<file path="config.mk">
export PLATFORM = sky130hd
export DESIGN_NAME = dfs_freq_sequencer
export DESIGN_NICKNAME = d
export VERILOG_FILES = /design/src/rtl/dfs_freq_sequencer.sv
export SDC_FILE = /design/constraint.sdc
export NUM_CORES = 1
export LEC_CHECK = 0
export CORE_MARGIN = 5
export CORE_UTILIZATION = 55
export DETAILED_ROUTE_END_ITERATION = 12
export PLACE_DENSITY = 0.81
export SLEW_MARGIN = 30
export SYNTH_ARGS = -nofsm -noshare
export SYNTH_HDL_FRONTEND = slang
export SYNTH_SLANG_ARGS = --single-unit
</file>
<file path="constraint.sdc">
create_clock -name clk -period 5.2 [get_ports clk]
set_input_delay 0.52 -clock clk [delete_from_list [all_inputs] [get_ports clk]]
set_output_delay 0.52 -clock clk [all_outputs]
set_load 0.02 [all_outputs]
</file>
<file path="src/rtl/dfs_freq_sequencer.sv">
// dfs_freq_sequencer: drives the DFS reconfiguration port through a frequency table
// using sequential, LFSR-random or fixed selection, with dwell time, ack timeout and change count.
module dfs_freq_sequencer #(
    parameter int DATA_WIDTH = 13,
    parameter int N_FREQ = 6,
    parameter logic [N_FREQ-1:0][31:0] FREQS = {32'd480, 32'd440, 32'd400, 32'd360, 32'd320, 32'd280},
    parameter int DWELL_WIDTH = 16,
    parameter int TIMEOUT = 1024,
    parameter logic [15:0] LFSR_SEED = 16'hACE1,
    localparam int IW = (N_FREQ > 1) ? $clog2(N_FREQ) : 1
) (
    input  logic                   clk,
    input  logic                   rst,
    input  logic                   enable_i,
    input  logic [1:0]             mode_i,
    input  logic [IW-1:0]          fixed_idx_i,
    input  logic [DWELL_WIDTH-1:0] dwell_i,
    output logic                   freqChanger2dfs_en,
    output logic [DATA_WIDTH-1:0]  freqChanger2dfs_data,
    input  logic                   dfs2freqChanger_ack,
    output logic [IW-1:0]          cur_idx_o,
    output logic                   busy_o,
    output logic                   timeout_err_o,
    output logic [15:0]            change_cnt_o
);
    localparam int TW = $clog2(TIMEOUT);
    localparam logic [TW-1:0] T_LAST = TW'(TIMEOUT - 1);
    localparam logic [IW-1:0] I_LAST = IW'(N_FREQ - 1);

    typedef enum logic [1:0] {S_IDLE, S_WAIT_ACK, S_DWELL} state_t;

    state_t                 state, state_d;
    logic                   en_q, en_d;
    logic [DATA_WIDTH-1:0]  data_q, data_d;
    logic [IW-1:0]          pend_q, pend_d;
    logic [IW-1:0]          cur_q, cur_d;
    logic                   first_q, first_d;
    logic                   err_q, err_d;
    logic [15:0]            cnt_q, cnt_d;
    logic [TW-1:0]          tcnt_q, tcnt_d;
    logic [DWELL_WIDTH-1:0] dcnt_q, dcnt_d;
    logic [15:0]            lfsr_q, lfsr_d;
    logic                   busy_q;
    logic                   issue;
    logic [IW-1:0]          nxt_seq, r_raw, r_mod, rnd_idx, fix_idx, sel_idx;

    always_comb begin
        nxt_seq = (cur_q == I_LAST) ? '0 : cur_q + IW'(1);
        r_raw   = lfsr_q[IW-1:0];
        r_mod   = (r_raw > I_LAST) ? r_raw - IW'(N_FREQ) : r_raw;
        // Random mode never repeats the frequency it is already running at.
        rnd_idx = (r_mod == cur_q && N_FREQ > 1) ? nxt_seq : r_mod;
        fix_idx = (fixed_idx_i > I_LAST) ? I_LAST : fixed_idx_i;
        sel_idx = (mode_i == 2'd0) ? (first_q ? '0 : nxt_seq) :
                  (mode_i == 2'd1) ? rnd_idx : fix_idx;
        lfsr_d  = lfsr_q[0] ? ((lfsr_q >> 1) ^ 16'hB400) : (lfsr_q >> 1);
    end

    always_comb begin
        state_d = state;
        en_d    = 1'b0;
        data_d  = data_q;
        pend_d  = pend_q;
        cur_d   = cur_q;
        first_d = first_q;
        err_d   = err_q;
        cnt_d   = cnt_q;
        tcnt_d  = tcnt_q;
        dcnt_d  = dcnt_q;
        issue   = 1'b0;
        case (state)
            S_IDLE: begin
                issue = enable_i;
                err_d = enable_i ? err_q : 1'b0;
            end
            S_WAIT_ACK: begin
                if (dfs2freqChanger_ack) begin
                    cur_d   = pend_q;
                    first_d = 1'b0;
                    cnt_d   = (cnt_q == 16'hFFFF) ? cnt_q : cnt_q + 16'd1;
                    dcnt_d  = (dwell_i == '0) ? DWELL_WIDTH'(1) : dwell_i;
                    state_d = S_DWELL;
                end else if (tcnt_q == T_LAST) begin
                    err_d   = 1'b1;
                    state_d = S_IDLE;
                end else begin
                    tcnt_d = tcnt_q + TW'(1);
                end
            end
            S_DWELL: begin
                if (dcnt_q == DWELL_WIDTH'(1)) begin
                    issue   = enable_i;
                    state_d = enable_i ? state : S_IDLE;
                end else begin
                    dcnt_d = dcnt_q - DWELL_WIDTH'(1);
                end
            end
            default: state_d = S_IDLE;
        endcase
        if (issue) begin
            en_d    = 1'b1;
            data_d  = FREQS[sel_idx][DATA_WIDTH-1:0];
            pend_d  = sel_idx;
            tcnt_d  = '0;
            state_d = S_WAIT_ACK;
        end
    end

    always_ff @(posedge clk or posedge rst) begin
        if (rst) begin
            state   <= S_IDLE;
            en_q    <= 1'b0;
            data_q  <= '0;
            pend_q  <= '0;
            cur_q   <= '0;
            first_q <= 1'b1;
            err_q   <= 1'b0;
            cnt_q   <= '0;
            tcnt_q  <= '0;
            dcnt_q  <= '0;
            lfsr_q  <= LFSR_SEED;
            busy_q  <= 1'b0;
        end else begin
            state   <= state_d;
            en_q    <= en_d;
            data_q  <= data_d;
            pend_q  <= pend_d;
            cur_q   <= cur_d;
            first_q <= first_d;
            err_q   <= err_d;
            cnt_q   <= cnt_d;
            tcnt_q  <= tcnt_d;
            dcnt_q  <= dcnt_d;
            lfsr_q  <= lfsr_d;
            busy_q  <= (state_d != S_IDLE);
        end
    end

    assign freqChanger2dfs_en   = en_q;
    assign freqChanger2dfs_data = data_q;
    assign cur_idx_o            = cur_q;
    assign busy_o               = busy_q;
    assign timeout_err_o        = err_q;
    assign change_cnt_o         = cnt_q;
endmodule

</file>
* Word-level counts from Yosys, hierarchy flattened *
Memories as Yosys holds them, arrays and structs flattened. A register that Yosys moved wholly into a read port is not among the register bits.
Index checks and enable logic that the tools add are counted.

operators by class
  add/subtract/negate cells = 5
  multiply operators = 0
  divide/modulo/power cells = 0
  $lt $le $gt $ge = 2
  eq/ne operators = 15
  shift operators = 0
  muxes and demuxes = 29
  bitwise logic cells = 2
  reductions and logical operators = 12

operators by type and width
  operator               count
  $mux 16                4
  $mux 10                4
  $pmux 16 s2            1
  $mux 3                 7
  $add 16x1->16 const B  1
  $eq 16x1->1 const B    1
  $eq 16x16->1 const B   1
  $logic_not 16->1       1
  $sub 16x1->16 const B  1
  $ne 2x2->1 const B     6
  $add 10x1->10 const B  1
  $eq 10x10->1 const B   1
  $mux 2                 5
  $reduce_and 3->1       3
  $reduce_bool 2->1      4
  $gt 3x3->1 const B     2
  $pmux 2 s3             1
  $mux 1                 5
  $eq 2x1->1 const B     2
  $logic_not 2->1        2
  $not 3->4              1
  $pmux 1 s2             2
  $reduce_and 4->1       1
  $add 3x1->3 const B    1
  other kinds (7)        7

storage, ports and cells
  bits in registers = 70
  latch bits = 0
  bits in writable memories = 0
  ROM bits = 256
  input bits = 25
  output and inout port bits = 35
  logic and storage cells = 77
  memories kept = 1

memories
  name             depth  bits a word  rd ports  clocked after memory_dff  write ports  RTL line  RTL
  (no name shown)  8      32           1         1                         0            102       data_d = FREQS[sel_idx][DATA_WIDTH-1:0];

* Logic depth before layout (Yosys ltp) *
Gate-level depths: netlist (run 1).

  word-level depth = 6
  gate-level depth with buffers = 10
  mapped depth without buffers = 9

* Least setup slack after synthesis (run 1) *
OpenSTA, ideal clock, no wires.

  path type = flip-flop to flip-flop
  from = register lfsr_q[0]
  to = register data_q[4] (netlist: freqChanger2dfs_data[4])
  library setup time = 0.064 ns
  data arrival time = 2.249 ns
  data required time = 5.136 ns
  path slack = 2.886 ns
  cell stages (with the launch flop) = 11
  buffers on the path = 1
  clock period less this slack = 2.314 ns
  cell sequence = dfstp_2 > clkbuf_1 > xor2_1 > o2bb2ai_1 > a21boi_0 > o221ai_1 > a22o_1 > nand2_1 > ha_1 > mux2i_1 > mux2_4

between the ends
  word-level cells in the longest chain between the ends = 6
  elaborated cells between the ends (all ways) = 7
  classes of those cells = add/sub: 1; order compare: 1; eq/ne: 1; mux: 4

RTL lines
  item                                       RTL line  RTL
  start, declared                            42        logic [15:0] lfsr_q, lfsr_d;
  start signal, assigned                     134       lfsr_q <= lfsr_d;
  $sub 3x3->3 or $gt 3x3->1 (tied branches)  50        r_mod = (r_raw > I_LAST) ? r_raw - IW'(N_FREQ) : r_raw;
  $mux 3 *                                   50
  $eq 3x3->1                                 52        rnd_idx = (r_mod == cur_q && N_FREQ > 1) ? nxt_seq : r_mod;
  $mux 3 *                                   52
  $mux 3 *                                   55        (mode_i == 2'd1) ? rnd_idx : fix_idx;
  $mux 3 *                                   54        sel_idx = (mode_i == 2'd0) ? (first_q ? '0 : nxt_seq) :
  net sel_idx[1]                             45        logic [IW-1:0] nxt_seq, r_raw, r_mod, rnd_idx, fix_idx, sel_idx;
  end, declared                              34        logic [DATA_WIDTH-1:0] data_q, data_d;

The timed path passes the listed nets; every way through them passes the cells marked *.
A chain may end at the register's enable or synchronous reset.

* Final worst setup path (run 1) *
  from = register dcnt_q[8]
  to = register data_q[4] (netlist: freqChanger2dfs_data[4])

between the ends
  word-level cells in the longest chain between the ends = 3

RTL lines
  item                    RTL line  RTL
  start, declared         41        logic [DWELL_WIDTH-1:0] dcnt_q, dcnt_d;
  start signal, assigned  133       dcnt_q <= dcnt_d;
  $eq 16x1->1             91        if (dcnt_q == DWELL_WIDTH'(1)) begin
  $mux 1                  91
  $pmux 1 s2              71        case (state)

No other way between the ends.

==> results.py, run 1 <==
metrics = {
    "status": {
        "status": "finished clean",
    },
    "die": {
        "start_util": 0.559,
        "chipHeight_um": 92.9,
        "core_area_um2": 6760,
        "rows": 30,
        "die_x_um": 92.9,
        "die_area_um2": 8630,
        "num_io_pins": 60,
    },
    "clocking": {
        "cts_made_buffers": 9,
        "clock-root-buffer": "clkbuf_8",
        "holdBufCountCts": 0,
        "clk_pin_slew_worst_paths_ns": 0.09,
        "cts_resized": 0,
        "post_cts_buffers": 0,
        "ctsHtreeMaxLevel": 3,
        "clock_sinks": 76,
        "cts_buffer_depth": 2,
        "insertion_delay_ns": 0.36,
        "tritoncts": "built",
    },
    "synth": {
        "synth.avg_cell_area_um2": 9.69,
        "ys_ff_latch": 76,
        "yosys-top-cells-area": "dfrtp_1 44%, dfstp_2 6.3%, o21ai_0 5.4%",
        "mappedNetlistArea_um2": 3780,
        "yosysMostFrequentCell": "dfrtp_1",
        "syn-instance-count": 390,
        "yosysSeqAreaShare": 0.506,
        "yosys_warnings": 0,
        "ys.flop_type": "dfrtp_1",
        "synth_edf_count": 0,
        "synth_area_leader_cell": "dfrtp_1",
        "ys_types": 58,
        "yosysTopAreaCellShare": 0.444,
        "synthArstFlopShare": 1.00,
        "synth_common_cells": "67 x dfrtp_1, 44 x nor2_1, 41 x o21ai_0",
    },
    "setup_path": {
        "end_kind": "flip-flop",
        "cp-start-kind": "flip-flop",
        "reg2reg_to": "freqChanger2dfs_data[4]",
        "reg2reg_depth": 6,
        "crit_arrival_ns": 2.81,
        "r2r_setup_slack_ns": 2.64,
        "critPathKind": "reg -> reg",
        "crit_required_ns": 5.45,
        "path_max_fanout": 19,
        "reg2reg_from": "dcnt_q[8]",
    },
    "final_layout": {
        "area_growth_pct": 20.2,
        "final_nets": 470,
        "drive_gt1_frac": 0.0856,
        "final_core_util": 0.672,
        "n_antenna_cell": 0,
    },
    "pwr": {
        "irDropWorstVdd_uv": 285,
        "power.density_nw_per_um2": 480,
        "power.static_leakage_uw": 0.00199,
    },
    "route": {
        "drt_iter0_drc": 151,
        "wl_per_cell_um": 15.6,
        "drc": 0,
        "vias": 3011,
        "via_per_inst": 5.75,
        "postRouteAntennaNets": 0,
        "drt-pass1-iter-count": 4,
        "wirelength_um": 8150,
    },
    "sta": {
        "hold_violations": 0,
        "finalCritPeriodShare": 0.493,
        "max_freq_ghz": 0.390,
        "slew_viol_final": 0,
        "finalSetupViolCount": 0,
        "relSlewSlack": 0.371,
        "fin_setup_tns_ns": 0,
        "rsz0062_at_grt": "false",
        "worst_pin_slew_ns": 0.944,
        "post-route-min-period_ns": 2.56,
        "clock_skew_ns": 0.0129,
    },
    "placed_design": {
        "io_buffers": 52,
        "dp_hpwl_um": 5680,
        "gp_congestion": 0.882,
    },
    "global_route": {
        "gr-usage-all-layers": 0.202,
        "grt_start_max_net_pins": 51,
        "globalRoute.totalOverflow": 0,
        "grt_pass1_wl_um": 13900,
        "antenna_found_initial": 0,
        "first_global_vias": 2895,
    },
    "min_path": {
        "hold_start": "lfsr_q[6]",
        "min_to": "lfsr_q[5]",
        "hold_depth": 0,
        "min_path_type": "reg -> reg",
    },
    "job": {
        "maxCapViolCount": 0,
    },
}
registers in the layout (all words and copies together) (netlist names):
signal                count
change_cnt_o             16
dcnt_q                   16
lfsr_q                   16
tcnt_q                   10
freqChanger2dfs_data      6
cur_idx_o                 3
pend_q                    3
state                     2
busy_o                    1
first_q                   1
freqChanger2dfs_en        1
timeout_err_o             1
where the power goes:
group | internal, µW | switching (µW) | leakage (µW)
combinational | 328 | 460 | 0.000919
sequential | 733 | 163 | 0.000962
clock | 269 | 229 | 0.000109
worst max-delay path by stage:
| stage | start | endpoint | slack (ns) | depth (start not counted) |
|---|---|---|---|---|
| 6_report | dcnt_q[8] | freqChanger2dfs_data[4] | 2.64 | 6 |
| 5_1_grt | dcnt_q[8] | freqChanger2dfs_data[4] | 2.40 | 6 |
| 4_1_cts | dcnt_q[8] | freqChanger2dfs_data[4] | 2.60 | 6 |
| 3_5_place_dp | mode_i[1] | freqChanger2dfs_data[4] | 2.45 | 8 |
| 3_3_place_gp | mode_i[1] | freqChanger2dfs_data[4] | 2.60 | 8 |
| 2_1_floorplan | rst | busy_o | 2.76 | 1 |
layout make-up:
cell class / instances / area (µm²)
clock buffer: 9 / 124
timing repair buffer: 54 / 536
inverter: 13 / 51.3
tap: 80 / 100
clock inverter: 7 / 91.3
fill: 536 / 2210
sequential: 76 / 1910
multi-input combinational: 285 / 1730
layer usage:
metal / track usage / routed length (µm)
met4: 0.0696 / 130
met1: 0.273 / 3700
met3: 0.0406 / 312
met2: 0.325 / 4010
met5: 0 / 0
kinds of logic after synthesis:
kind of cell | count (synthesis) | share of synthesized area
simple gates | 151 | 0.206
compound gates | 87 | 0.143
flops | 76 | 0.506
buf+inv | 35 | 0.0427
xor+xnor | 29 | 0.0672
fa+ha+maj | 6 | 0.0199
mux | 5 | 0.0149
other cells | 1 | 0.000992
placed cells by master, fill, tap and decap left out, types with 2 or more instances in the layout:
master / count
dfstp_2: 9
a31oi_1: 3
dfrtp_1: 67
bufinv_16: 2
nand2_1: 33
a21oi_1: 19
o21ai_0: 41
nand2b_1: 5
conb_1: 7
clkbuf_8: 9
buf_4: 2
xor2_1: 15
mux2i_1: 3
nand4_1: 9
xnor2_1: 14
and4_1: 3
ha_1: 6
and2_1: 3
nor3b_1: 3
nor2b_1: 3
nand3_1: 12
nor4_1: 8
a32oi_1: 3
and3_1: 4
inv_1: 11
clkdlybuf4s50_1: 52
nor3_1: 12
a22oi_1: 7
nor2_1: 44
clkinv_2: 3
per-stage QoR:
| stage | std cells | hold slack, ns | area, µm² | worst slack (ns) | power (µW) |
|---|---|---|---|---|---|
| 6_report | 524 | 0.353 | 4540 | 2.64 | 2180 |
| 5_1_grt | 524 | 0.356 | 4540 | 2.40 | 2320 |
| 4_1_cts | 524 | 0.357 | 4540 | 2.60 | 2190 |
| 3_5_place_dp | 508 | 0.336 | 4330 | 2.45 | 1690 |
| 3_3_place_gp | 508 | 0.338 | 4330 | 2.60 | 1660 |
| 2_1_floorplan | 396 | 0.331 | 3800 | 2.76 | 1430 |
worst max-delay path, stage by stage (launching register included):
cell	delay, ns
dfrtp_1	0.40
nor4_1	0.59
nand4_1	0.28
nand2_1	0.14
nand3b_1	0.28
clkinv_1	0.42
mux2_4	0.33
Power figures use the tool's default switching activity.
==> inputs of run 2 (changes only) <==
--- a/config.mk
+++ b/config.mk
@@ -6,9 +6,9 @@
 export NUM_CORES = 1
 export LEC_CHECK = 0
 export CORE_MARGIN = 5
-export CORE_UTILIZATION = 55
+export CORE_UTILIZATION = 54
 export DETAILED_ROUTE_END_ITERATION = 12
-export PLACE_DENSITY = 0.81
+export PLACE_DENSITY = 0.79
 export SLEW_MARGIN = 30
 export SYNTH_ARGS = -nofsm -noshare
 export SYNTH_HDL_FRONTEND = slang
==> constraint.sdc (replaced) <==
create_clock -name clk -period 2.6 [get_ports clk]
set_input_delay 0.26 -clock clk [delete_from_list [all_inputs] [get_ports clk]]
set_output_delay 0.26 -clock clk [all_outputs]
set_load 0.02 [all_outputs]
==> run 2 against run 1 <==
Via count rose by 0.56%; hold slack worse by 0.22 ns; combinational power increased by 110%; design area up 1.8%; final cell count rose by 4.0%; clock skew decreased by 0.0012 ns; count of clock-buffer cells in the layout grew 3; maximum frequency is 7.8% higher; critical endpoint unchanged; largest power group unchanged; highest routed layer unchanged.
==> results.py, run 2 (same netlist as run 1, synthesis figures left out) <==
metrics = {
    "status": {
        "status": "finished clean",
    },
    "final_layout": {
        "n_antenna_cell": 0,
        "final_common_cell": "dfrtp_1",
        "drive_gt1_frac": 0.0980,
        "multi_input_area_um2": 1740,
        "seq_area_um2": 1910,
        "final_core_util": 0.680,
        "area_growth_pct": 22.3,
        "fillCellCount": 542,
        "final_cell_mix": "67 x dfrtp_1, 52 x clkdlybuf4s50_1, 44 x nor2_1, 41 x o21ai_0, 33 x nand2_1",
        "final_nets": 475,
    },
    "setup_path": {
        "crit_required_ns": 2.89,
        "critPathKind": "reg -> reg",
        "crit_arrival_ns": 2.67,
        "path_max_fanout": 10,
        "end_kind": "flip-flop",
        "cp-start-kind": "flip-flop",
    },
    "clocking": {
        "clock-root-buffer": "clkbuf_8",
        "ctsHtreeMaxLevel": 3,
        "clock_sinks": 76,
        "cts_made_buffers": 9,
        "insertion_delay_ns": 0.34,
        "clk_pin_slew_worst_paths_ns": 0.08,
        "tritoncts": "built",
        "cts_buffer_depth": 2,
    },
    "sta": {
        "slew_viol_final": 0,
        "post-route-min-period_ns": 2.38,
        "max_freq_ghz": 0.421,
        "relSlewSlack": 0.432,
        "fin_setup_tns_ns": 0,
        "worst_pin_slew_ns": 0.842,
        "hold_violations": 0,
        "finalCritPeriodShare": 0.914,
        "rsz0062_at_grt": "false",
        "clock_skew_ns": 0.0116,
        "finalSetupViolCount": 0,
    },
    "route": {
        "wirelength_um": 8150,
        "wl_per_cell_um": 14.9,
        "postRouteAntennaNets": 0,
        "vias": 3028,
        "drt-pass1-iter-count": 5,
        "via_per_inst": 5.56,
        "drt_iter0_drc": 167,
        "drc": 0,
    },
    "die": {
        "start_util": 0.556,
        "chipHeight_um": 93.7,
        "die_x_um": 93.7,
        "die_area_um2": 8770,
        "num_io_pins": 60,
        "core_area_um2": 6790,
        "rows": 30,
    },
    "placed_design": {
        "io_buffers": 52,
        "gp_congestion": 0.859,
        "dp_hpwl_um": 5680,
    },
    "global_route": {
        "grt_start_max_net_pins": 69,
        "grt_pass1_wl_um": 13700,
        "first_global_vias": 2885,
        "globalRoute.totalOverflow": 0,
        "antenna_found_initial": 0,
        "gr-usage-all-layers": 0.194,
    },
    "pwr": {
        "power.density_nw_per_um2": 952,
        "power.static_leakage_uw": 0.00202,
        "irDropWorstVdd_uv": 497,
    },
    "min_path": {
        "min_path_type": "in -> async",
    },
    "job": {
        "maxCapViolCount": 0,
    },
}
[run 2: per-stage QoR]
step           cells  setup slack (ns)  total power (µW)  instance area (µm²)  hold slack (ns)
2_1_floorplan    396             0.286              2850                 3800            0.331
3_3_place_gp     529             0.250              3370                 4400            0.336
3_5_place_dp     529             0.139              3430                 4400            0.338
4_1_cts          545             0.177              4420                 4620            0.116
5_1_grt          545            0.0586              4710                 4620            0.132
6_report         545             0.222              4400                 4620            0.129
[run 2: path summary, 6_finish.rpt]
check | to | cells past startpoint | start | slack [ns]
min in group clk | lfsr_q[5] | 0 | lfsr_q[6] | 0.35
worst max register to register | freqChanger2dfs_data[4] | 9 | lfsr_q[0] | 0.22
worst max-delay path | freqChanger2dfs_data[4] | 9 | lfsr_q[0] | 0.22
worst min register to register | lfsr_q[5] | 0 | lfsr_q[6] | 0.35
max in group asynchronous | lfsr_q[6] | 3 | rst | 1.83
worst min-delay path | lfsr_q[12] | 2 | rst | 0.13
[run 2: layer usage]
metal,GRT usage,vias to the layer above,part of all wire
met3,0.0345,11,0.047
met1,0.270,1468,0.45
met5,0,-,0
met4,0.0794,0,0.015
met2,0.303,81,0.48
li1,-,1468,-
[run 2: area by class of cell]
cell class / count / share of cell area
clock buffer: 12 / 0.0357
clock inverter: 4 / 0.0119
inverter: 13 / 0.0106
multi-input combinational: 285 / 0.375
sequential: 76 / 0.414
tap: 96 / 0.0260
timing repair buffer: 59 / 0.127
[run 2: timing repair]
| item | in CTS | in global routing |
|---|---|---|
| gates resized for setup | 0 | 1 |
| hold buffers | 0 | 0 |
| setup buffers | 0 | 0 |
| setup endpoints to repair | 0 | 1 |
[run 2: power by group]
group / switching, µW / internal, µW / total [µW]
sequential: 335 / 1470 / 1800
combinational: 940 / 702 / 1640
clock: 432 / 527 / 959
total: 1710 / 2700 / 4400
[run 2: worst max-delay path: stages (launching register included)]
cell and delay, ns:
dfstp_2 0.67, xor2_2 0.25, o2bb2ai_1 0.09, a21boi_0 0.21, o221ai_1 0.16, a22o_1 0.24
nand2_1 0.11, ha_1 0.25, mux2i_1 0.18, mux2_4 0.17
